## src/rtl/fxp_bit_serializer.sv

```systemverilog
// rtl/fxp_bit_serializer.sv - streams a fixed-point operand LSB-first as weighted bit beats alongside a registered float operand
module fxp_bit_serializer #(
    parameter int FXP_WIDTH     = 4,
    parameter int FP_WIDTH      = 32,
    parameter int FP_FRAC_WIDTH = 23
) (
    input  logic                 clk,
    input  logic                 reset,
    input  logic                 in_valid,
    output logic                 in_ready,
    input  logic [FXP_WIDTH-1:0] in_fxp,
    input  logic                 in_signed,
    input  logic [FP_WIDTH-1:0]  in_b,
    output logic                 out_valid,
    input  logic                 out_ready,
    output logic                 a_bit,
    output logic                 a_sign,
    output logic [3:0]           a_exp,
    output logic [FP_WIDTH-1:0]  b,
    output logic                 b_zero,
    output logic                 out_last
);

    localparam int EXP_W = FP_WIDTH - FP_FRAC_WIDTH - 1;
    localparam int IDX_W = (FXP_WIDTH > 2) ? $clog2(FXP_WIDTH) : 1;
    localparam logic [IDX_W-1:0] LAST_IDX = IDX_W'(FXP_WIDTH - 1);

    typedef enum logic {
        IDLE = 1'b0,
        BUSY = 1'b1
    } state_e;

    state_e                state_q, state_d;
    logic [IDX_W-1:0]      idx_q, idx_d;
    logic [FXP_WIDTH-1:0]  fxp_q, fxp_d;
    logic                  signed_q, signed_d;
    logic [FP_WIDTH-1:0]   b_q, b_d;
    logic                  b_zero_q, b_zero_d;
    logic                  busy;
    logic                  is_last;
    logic                  accept;

    assign busy      = (state_q == BUSY);
    assign is_last   = busy && (idx_q == LAST_IDX);
    // Accepting on the last handshake lets a new operand follow with no bubble.
    assign in_ready  = !busy || (is_last && out_ready);
    assign accept    = in_valid && in_ready;

    assign out_valid = busy;
    assign out_last  = is_last;
    assign a_bit     = busy && fxp_q[idx_q];
    assign a_sign    = is_last && signed_q;
    assign a_exp     = busy ? 4'(idx_q) : 4'd0;
    assign b         = b_q;
    assign b_zero    = b_zero_q;

    always_comb begin
        state_d  = state_q;
        idx_d    = idx_q;
        fxp_d    = fxp_q;
        signed_d = signed_q;
        b_d      = b_q;
        b_zero_d = b_zero_q;

        if (busy && out_ready) begin
            if (is_last) begin
                idx_d   = '0;
                state_d = IDLE;
            end else begin
                idx_d = idx_q + IDX_W'(1);
            end
        end

        if (accept) begin
            state_d  = BUSY;
            idx_d    = '0;
            fxp_d    = in_fxp;
            signed_d = in_signed;
            b_d      = in_b;
            // Denormals have a zero exponent and are flushed to zero downstream.
            b_zero_d = (in_b[FP_WIDTH-2 -: EXP_W] == '0);
        end
    end

    always_ff @(posedge clk or negedge reset) begin
        if (!reset) begin
            state_q  <= IDLE;
            idx_q    <= '0;
            fxp_q    <= '0;
            signed_q <= 1'b0;
            b_q      <= '0;
            b_zero_q <= 1'b0;
        end else begin
            state_q  <= state_d;
            idx_q    <= idx_d;
            fxp_q    <= fxp_d;
            signed_q <= signed_d;
            b_q      <= b_d;
            b_zero_q <= b_zero_d;
        end
    end

endmodule
```

## config.mk

```make
export PLATFORM = sky130hd
export DESIGN_NAME = fxp_bit_serializer
export DESIGN_NICKNAME = d
export VERILOG_FILES = /design/src/rtl/fxp_bit_serializer.sv
export SDC_FILE = /design/constraint.sdc
export NUM_CORES = 1
export LEC_CHECK = 0
export CORE_UTILIZATION = 37
export DETAILED_ROUTE_END_ITERATION = 12
export PLACE_DENSITY = 0.77
export SLEW_MARGIN = 5
export SYNTH_ARGS = -nofsm -noshare
export SYNTH_HDL_FRONTEND = slang
export SYNTH_SLANG_ARGS = --single-unit
```

## constraint.sdc

```tcl
create_clock -name clk -period 1.7 [get_ports clk]
set_input_delay 0.17 -clock clk [delete_from_list [all_inputs] [get_ports clk]]
set_output_delay 0.17 -clock clk [all_outputs]
set_load 0.01 [all_outputs]
```

Word level (Yosys, flattened, before mapping). Cells that the tools add are included.

Add/sub/neg operators: 1. Order comparisons: 1. Equality and inequality tests: 1. Multiplexer cells: 9. Reduce and logical (&&, ||, !) cells: 12.

Operator list (number): 8-bit zero test (1); 2-bit 2-to-1 mux (4); 1-bit logical AND (6); 1-bit 2-to-1 mux (4); 2-bit nonzero test (2); 2-bit by 3-bit < comparator with 1-bit output, second input constant (1); 2-bit by 1-bit adder with 2-bit output, second input constant (1); 1-bit binary-select mux with 2-bit select (1); 2-bit equality test, second input constant (1); 2-bit AND reduction (1); 1-bit zero test (1); 1-bit logical OR (1).

Register bits after elaboration: 41. Output and inout bits: 42.

Depth between registers and ports, before layout. Gate-level depths: netlist of the first run.

Depth after elaboration: 7. Depth in mapped cells: 6. Mapped depth without buffers: 4.

Least setup slack after synthesis of the first run. No wires, ideal clock.

Kind: reg-to-reg. Start: reg idx_q[0]. End: reg b_q[0], in the netlist b[0]. Setup time: 0.125 ns. Arrival time: 1.554 ns. Required time: 1.575 ns. Setup slack: 0.021 ns. Cell stages (with the launch flop): 7. Path buffers: 2. Clock period less this slack: 1.679 ns. Path through: dfrtp_1 -> ha_1 -> a21bo_4 -> nand2_2 -> buf_6 -> buf_12 -> mux2_4.

Word-level cells in the longest chain between the ends: 5.

Ends and longest elaborated chain: start: declaration (line 34) `logic [IDX_W-1:0] idx_q, idx_d;`; start signal: assignment (line 95) `idx_q <= idx_d;`; 2-bit equality test (line 44) `assign is_last = busy && (idx_q == LAST_IDX);`; 1-bit logical AND (line 44); 1-bit logical AND (line 46) `assign in_ready = !busy || (is_last && out_ready);`; 1-bit logical OR (line 46); named net in_ready (line 10) `output logic in_ready,`; 1-bit logical AND (line 47) `assign accept = in_valid && in_ready;`; end signal: assignment (line 91) `b_q <= '0;`; end signal: assignment (line 98) `b_q <= b_d;`; end: declaration (line 37) `logic [FP_WIDTH-1:0] b_q, b_d;`.

The timed path passes the listed nets, and every way through them passes these cells. A chain may end at the register's enable or synchronous reset.

Worst setup path after layout of the first run.
Start: reg idx_q[0]. End: reg b_q[16], in the netlist b[16].

Word-level cells in the longest chain between the ends: 5.

Ends and longest elaborated chain (line): 2-bit equality test (44); 1-bit logical AND (44); 1-bit logical AND (46); 1-bit logical OR (46); 1-bit logical AND (47).

No other way between the ends.

==> flow_summary_export.csv, run 1 <==
group,metric,value,unit
worst_setup_path,cp_cell_sequence,"ha_2 -> a21bo_4 -> nand2_2 -> buf_12 -> mux2_2",
layout,diodes,0,
cts,cts-root-buf,"clkbuf_8",
run_status,status,"finished, final reports clean",
detailed_routing,wl,3.998,mm
cts,cts_buffer_depth,2,
synthesis,ys_seq_area_share,57.42,%
worst_setup_path,critPathLaunchType,"flop",
worst_setup_path,critPathRequiredTime,1.87,ns
timing,finalSetupViolCount,0,
worst_setup_path,worst-path-stages,5,
detailed_routing,antenna_left,0,
global_routing,grt_antenna_before_repair,0,
cts,htree_levels,2,
detailed_routing,vias,1208,
floorplanning,dieArea,0.005111,mm²
place,io_buffers,80,
place,dp_slack,-0.02980,ns
pwr,power_leakage,1.291,nW
synthesis,synth_area_leaders,"dfrtp_1 57%, mux2_4 16%, mux2_2 11%, buf_12 2.2%, and2_1 1.4%",
pwr,powerDensity,1727,mW/mm²
detailed_routing,drc,0,
layout,layout.cells.non_filler,253,
synthesis,syn_area,0.001787,mm²
global_routing,grt-ovfl-total,0,
synthesis,synth_cells,109,
cts,clock_latency,0.28,ns
global_routing,grt_pass1_vias,1354,
place,gp_congestion,0.8055,
pwr,internal_power,0.003470,W
layout,drive_gt1_share,30.35,%
worst_setup_path,r2r_end,"b[16]",
worst_setup_path,worst_setup_path_end_kind,"flop",
pwr,p_sw_share,27.92,%
timing,fmax,608.1,MHz
pwr,power_frac_comb,47.7,%
cts,numCtsBuffers,5,
timing,grt_setup_unrepaired,"false",
synthesis,synth.distinct_cells,24,
timing,skew,0.004610,ns
timing,maxSlewViolCount,0,
worst_setup_path,ff2ff_setup_slack,0.06,ns
global_routing,grt_max_degree,22,
pwr,pwr-share-seq,36.0,%
synthesis,synth_seq_cells,41,
synthesis,synth_warnings,0,
floorplanning,coreArea,0.004504,mm²
global_routing,grt_pass1_wl,6.561,mm
timing,fin_crit,1.644,ns
cts,cts_tree,"yes",
synthesis,avgSynthCellArea,16.39,µm²
worst_setup_path,cp.arrival,1.82,ns
layout,final_common_cell,"clkdlybuf4s50_1",
floorplanning,pin_count,83,
place,dpl.hpwl,3.041,mm
worst_setup_path,criticalPathCategory,"flop to flop",
layout,final_nets,242,
global_routing,grtUsageTotal,16.99,%
worst_setup_path,setup.worst_path.start,"idx_q[0]",
detailed_routing,viasPerCell,4.775,
timing,setup_ws,0.05558,ns
layout,final_cell_mix,"73 x clkdlybuf4s50_1, 40 x dfrtp_1, 19 x mux2_4",
pwr,power.switching,0.001344,W
detailed_routing,wire_per_inst,15.80,µm
worst_setup_path,crit_family,"flip-flops",
worst_setup_path,worst-r2r-cell-count,5,
worst_setup_path,r2r_start,"idx_q[0]",
pwr,clockPowerShare,16.3,%
floorplanning,core.rowCount,24,
pwr,peakVddDrop,0.0007791,V
place,place_area,0.002651,mm²
timing,setup-tns-final,0,ns
floorplanning,chipWidth,71.49,µm
detailed_routing,drt_iter0_drc,43,
worst_setup_path,crit_buf_inv,1,
floorplanning,initial_core_util,39.67,%
synthesis,netlist.area_leader.share,57.42,%
worst_setup_path,path_max_fanout,21,
layout,fin_util,61.89,%
synthesis,synth_top_area_cell,"dfrtp_1",
cts,cts.sinks,41,
min_path,hp-class,"primary input to async pin",
run,drv_cap,0,
cts,path_clk_slew,0.07,ns
layout,syn_to_final_growth,56.02,%
timing,timing.final.crit_share,96.73,%
floorplanning,die_h,71.49,µm
detailed_routing,dr.pass1.iters,3,
timing,hold_viol,0,
worst_setup_path,max_stage_delay,0.44,ns
layout,design_area,0.002788,mm²
place,place_inst,243,
worst_setup_path,crit_slowest_cell,"dfrtp_2",
[final cells by class]
type	instances	area, µm²
clock buffer	7	86.33
tap	52	65.06
sequential	41	1027
multi-input combinational	61	678.2
fill	356	1717
inverter	1	3.754
timing repair buffer	90	897.1
clock inverter	1	30.03
[Yosys cell counts (all sizes together)]
master and n:
a21bo 2, a22o 1, and2 4, and3 1, buf 7, conb 1
dfrtp 41, ha 1, inv 1, mux2 37, mux2i 2, mux4 1
nand2 1, nand2b 1, nand3b 1, nand4 1, nor2 2, nor4 2
o21ai 1, or2b 1
[sequential cells by signal (all words and copies together) (netlist names)]
signal,flops
idx_q,2
signed_q,1
b,32
out_valid,1
b_zero,1
fxp_q,4
[what timing repair did]
action,4_1_cts,5_1_grt
resized for setup,9,4
setup buffers,1,0
hold buffers,1,0
hold endpoints to repair,20,0
setup endpoints to repair,14,4
[worst max path at each step]
| stage | slack, ns | endpoint |
|---|---|---|
| final | 0.06 | b[16] |
| after global routing | 0.002 | signed_q |
| after CTS | 0.03 | a_sign |
| after detailed placement | -0.03 | a_bit |
| after global placement | 0.009 | a_bit |
| after floorplan | 0.02 | b[0] |
[metrics by stage]
stage | hold slack (ns) | total power, W
2_1_floorplan | -0.1256 | 0.002850
3_3_place_gp | 0.1569 | 0.003990
3_5_place_dp | 0.1724 | 0.004067
4_1_cts | 0.3837 | 0.004873
5_1_grt | 0.4350 | 0.005097
6_report | 0.3859 | 0.004814
[per-layer routing]
layer  routed length (µm)  GRT usage, %  up-vias
met2                 2086         29.84       44
met4                   64         7.625        0
met3                  197         3.516        5
met5                    0             0        -
met1                 1650         20.13      602
li1                     -             -      557
[cell families (layout without fill, tap and decap cells)]
| kind of cell | after synthesis | count (layout) | synth area share (%) |
|---|---|---|---|
| flip-flops | 41 | 41 | 57.42 |
| AO/OA/AOI/OAI | 4 | 4 | 2.241 |
| other | 1 | 2 | 0.2099 |
| adder cells (fa/ha/maj) | 1 | 1 | 0.7002 |
| multiplexers | 40 | 40 | 29.69 |
| AND/OR/NAND/NOR | 14 | 14 | 4.763 |
| buffers and inverters | 8 | 99 | 4.972 |
[power by group through the flow]
stage	Combinational, W	Clock, W	Sequential, W
floorplan	0.000960	0	0.00189
detailed placement	0.00233	0	0.00174
global placement	0.00228	0	0.00171
finish	0.00230	0.000786	0.00173
global route	0.00245	0.000858	0.00179
CTS	0.00233	0.000812	0.00173
(Power assumes the default switching activity.)
==> run 2: changes to the inputs <==
CORE_ASPECT_RATIO = 0.9   (was unset)
GPL_ROUTABILITY_DRIVEN = 0   (was unset)
clock period = 1.4 ns   (was 1.7 ns; I/O delays follow)
==> flow_summary_export.csv, run 2 (same netlist as run 1, synthesis figures left out) <==
group,metric,value,unit
run_status,status,"finished, violations left",
run_status,violations,"negative setup slack",
pwr,internal_power,0.004248,W
worst_setup_path,cp.arrival,1.83,ns
global_routing,grt_pass1_wl,6.285,mm
place,dpl.hpwl,3.021,mm
cts,clock_latency,0.28,ns
layout,drive_gt1_share,34.74,%
floorplanning,dieArea,0.005111,mm²
timing,fin_crit,1.665,ns
timing,finalSetupViolCount,42,
pwr,peakVddDrop,0.001108,V
layout,largest_reg_flops,32,
global_routing,grt_pass1_vias,1364,
layout,final_nets,254,
timing,fmax,600.7,MHz
min_path,hp-class,"primary input to async pin",
worst_setup_path,worst_setup_path_end_kind,"flop",
pwr,power_leakage,1.387,nW
timing,skew,0.004058,ns
layout,final_cell_mix,"71 x clkdlybuf4s50_1, 41 x dfrtp_1, 25 x mux2_4",
worst_setup_path,criticalPathCategory,"flop to flop",
floorplanning,die_h,67.93,µm
cts,cts-root-buf,"clkbuf_8",
timing,maxSlewViolCount,0,
run,drv_cap,0,
worst_setup_path,r2r_start,"idx_q[0]",
worst_setup_path,ff2ff_setup_slack,-0.26,ns
global_routing,grtUsageTotal,17.37,%
layout,diodes,0,
layout,design_area,0.002957,mm²
detailed_routing,drt_iter0_drc,24,
worst_setup_path,worst-r2r-cell-count,6,
detailed_routing,drc,0,
global_routing,grt_max_degree,18,
global_routing,grt_antenna_before_repair,0,
worst_setup_path,critPathLaunchType,"flop",
timing,setup_ws,-0.2647,ns
cts,htree_levels,2,
timing,holdWs,0.2916,ns
pwr,clockPowerShare,11.8,%
pwr,p_sw_share,29.19,%
layout,syn_to_final_growth,65.48,%
timing,setup-tns-final,-8.689,ns
place,place_area,0.002711,mm²
pwr,pwr-share-seq,35.0,%
detailed_routing,viasPerCell,4.615,
detailed_routing,antenna_left,0,
cts,cts_tree,"yes",
cts,numCtsBuffers,5,
place,io_buffers,80,
floorplanning,chipWidth,75.25,µm
worst_setup_path,r2r_end,"b[23]",
cts,path_clk_slew,0.07,ns
detailed_routing,vias,1269,
floorplanning,pin_count,83,
cts,cts.sinks,41,
worst_setup_path,critPathRequiredTime,1.56,ns
layout,final_common_cell,"clkdlybuf4s50_1",
timing,timing.final.crit_share,118.9,%
pwr,power_frac_comb,53.1,%
detailed_routing,wl,4.354,mm
timing,grt_setup_unrepaired,"true",
timing,hold_viol,0,
pwr,powerDensity,2029,mW/mm²
floorplanning,core.rowCount,23,
detailed_routing,wire_per_inst,15.83,µm
floorplanning,coreArea,0.004547,mm²
pwr,power.switching,0.001751,W
detailed_routing,dr.pass1.iters,4,
worst_setup_path,path_max_fanout,8,
global_routing,grt-ovfl-total,0,
floorplanning,initial_core_util,39.30,%
cts,cts_buffer_depth,2,
[run 2: final cells by class]
type / count / area (µm²)
Inverter: 1 / 3.754
Timing Repair Buffer: 102 / 1042
Clock buffer: 8 / 80.08
Multi-Input combinational cell: 61 / 726.9
Sequential cell: 41 / 1026
Tap cell: 62 / 77.57
Fill cell: 356 / 1590
[run 2: per-layer routing]
layer  part of all wire [%]  wire [µm]  global-route usage [%]
met5                      0          0                       0
met4                   0.73         32                   5.556
met3                    7.6        332                   7.511
met2                     54       2345                   31.08
met1                     38       1643                   18.50
[run 2: worst max path at each step]
stage               startpoint  endpoint
finish                idx_q[0]     b[23]
detailed placement    idx_q[0]     a_bit
global route          idx_q[0]     a_bit
global placement      idx_q[0]     a_bit
floorplan             idx_q[0]      b[0]
CTS                   idx_q[0]     a_bit
[run 2: worst max-delay path, stage by stage, from the launching register on]
cell       delay [ns]
dfrtp_1          0.38
buf_4            0.15
ha_4             0.16
a21bo_4          0.23
nand2_8          0.11
clkbuf_16        0.18
mux2_2           0.33
[run 2: metrics by stage]
step | std cells | setup slack, ns | utilization (%) | power (W)
floorplan | 110 | -0.2248 | - | 0.003466
global placement | 259 | -0.2550 | 59.63 | 0.004904
detailed placement | 259 | -0.3077 | 59.63 | 0.005023
CTS | 271 | -0.2413 | 62.82 | 0.005940
global route | 275 | -0.3066 | 65.02 | 0.006349
finish | 275 | -0.2647 | 65.02 | 0.005999
[run 2: power by group through the flow]
stage / Sequential, W / Combinational, W / Clock, W
after global placement: 0.00207 / 0.00284 / 0
after global routing: 0.00217 / 0.00338 / 0.000796
after CTS: 0.00210 / 0.00310 / 0.000745
final: 0.00210 / 0.00319 / 0.000710
after floorplan: 0.00230 / 0.00117 / 0
after detailed placement: 0.00211 / 0.00291 / 0
[run 2: repair_timing]
| action | 4_1_cts | 5_1_grt |
|---|---|---|
| setup buffers | 3 | 1 |
| gates cloned | 0 | 3 |
| hold endpoints to repair | 12 | 0 |
| pin swaps | 1 | 1 |
| hold buffers | 1 | 0 |
| setup endpoints to repair | 44 | 46 |
| gates resized for setup | 31 | 5 |
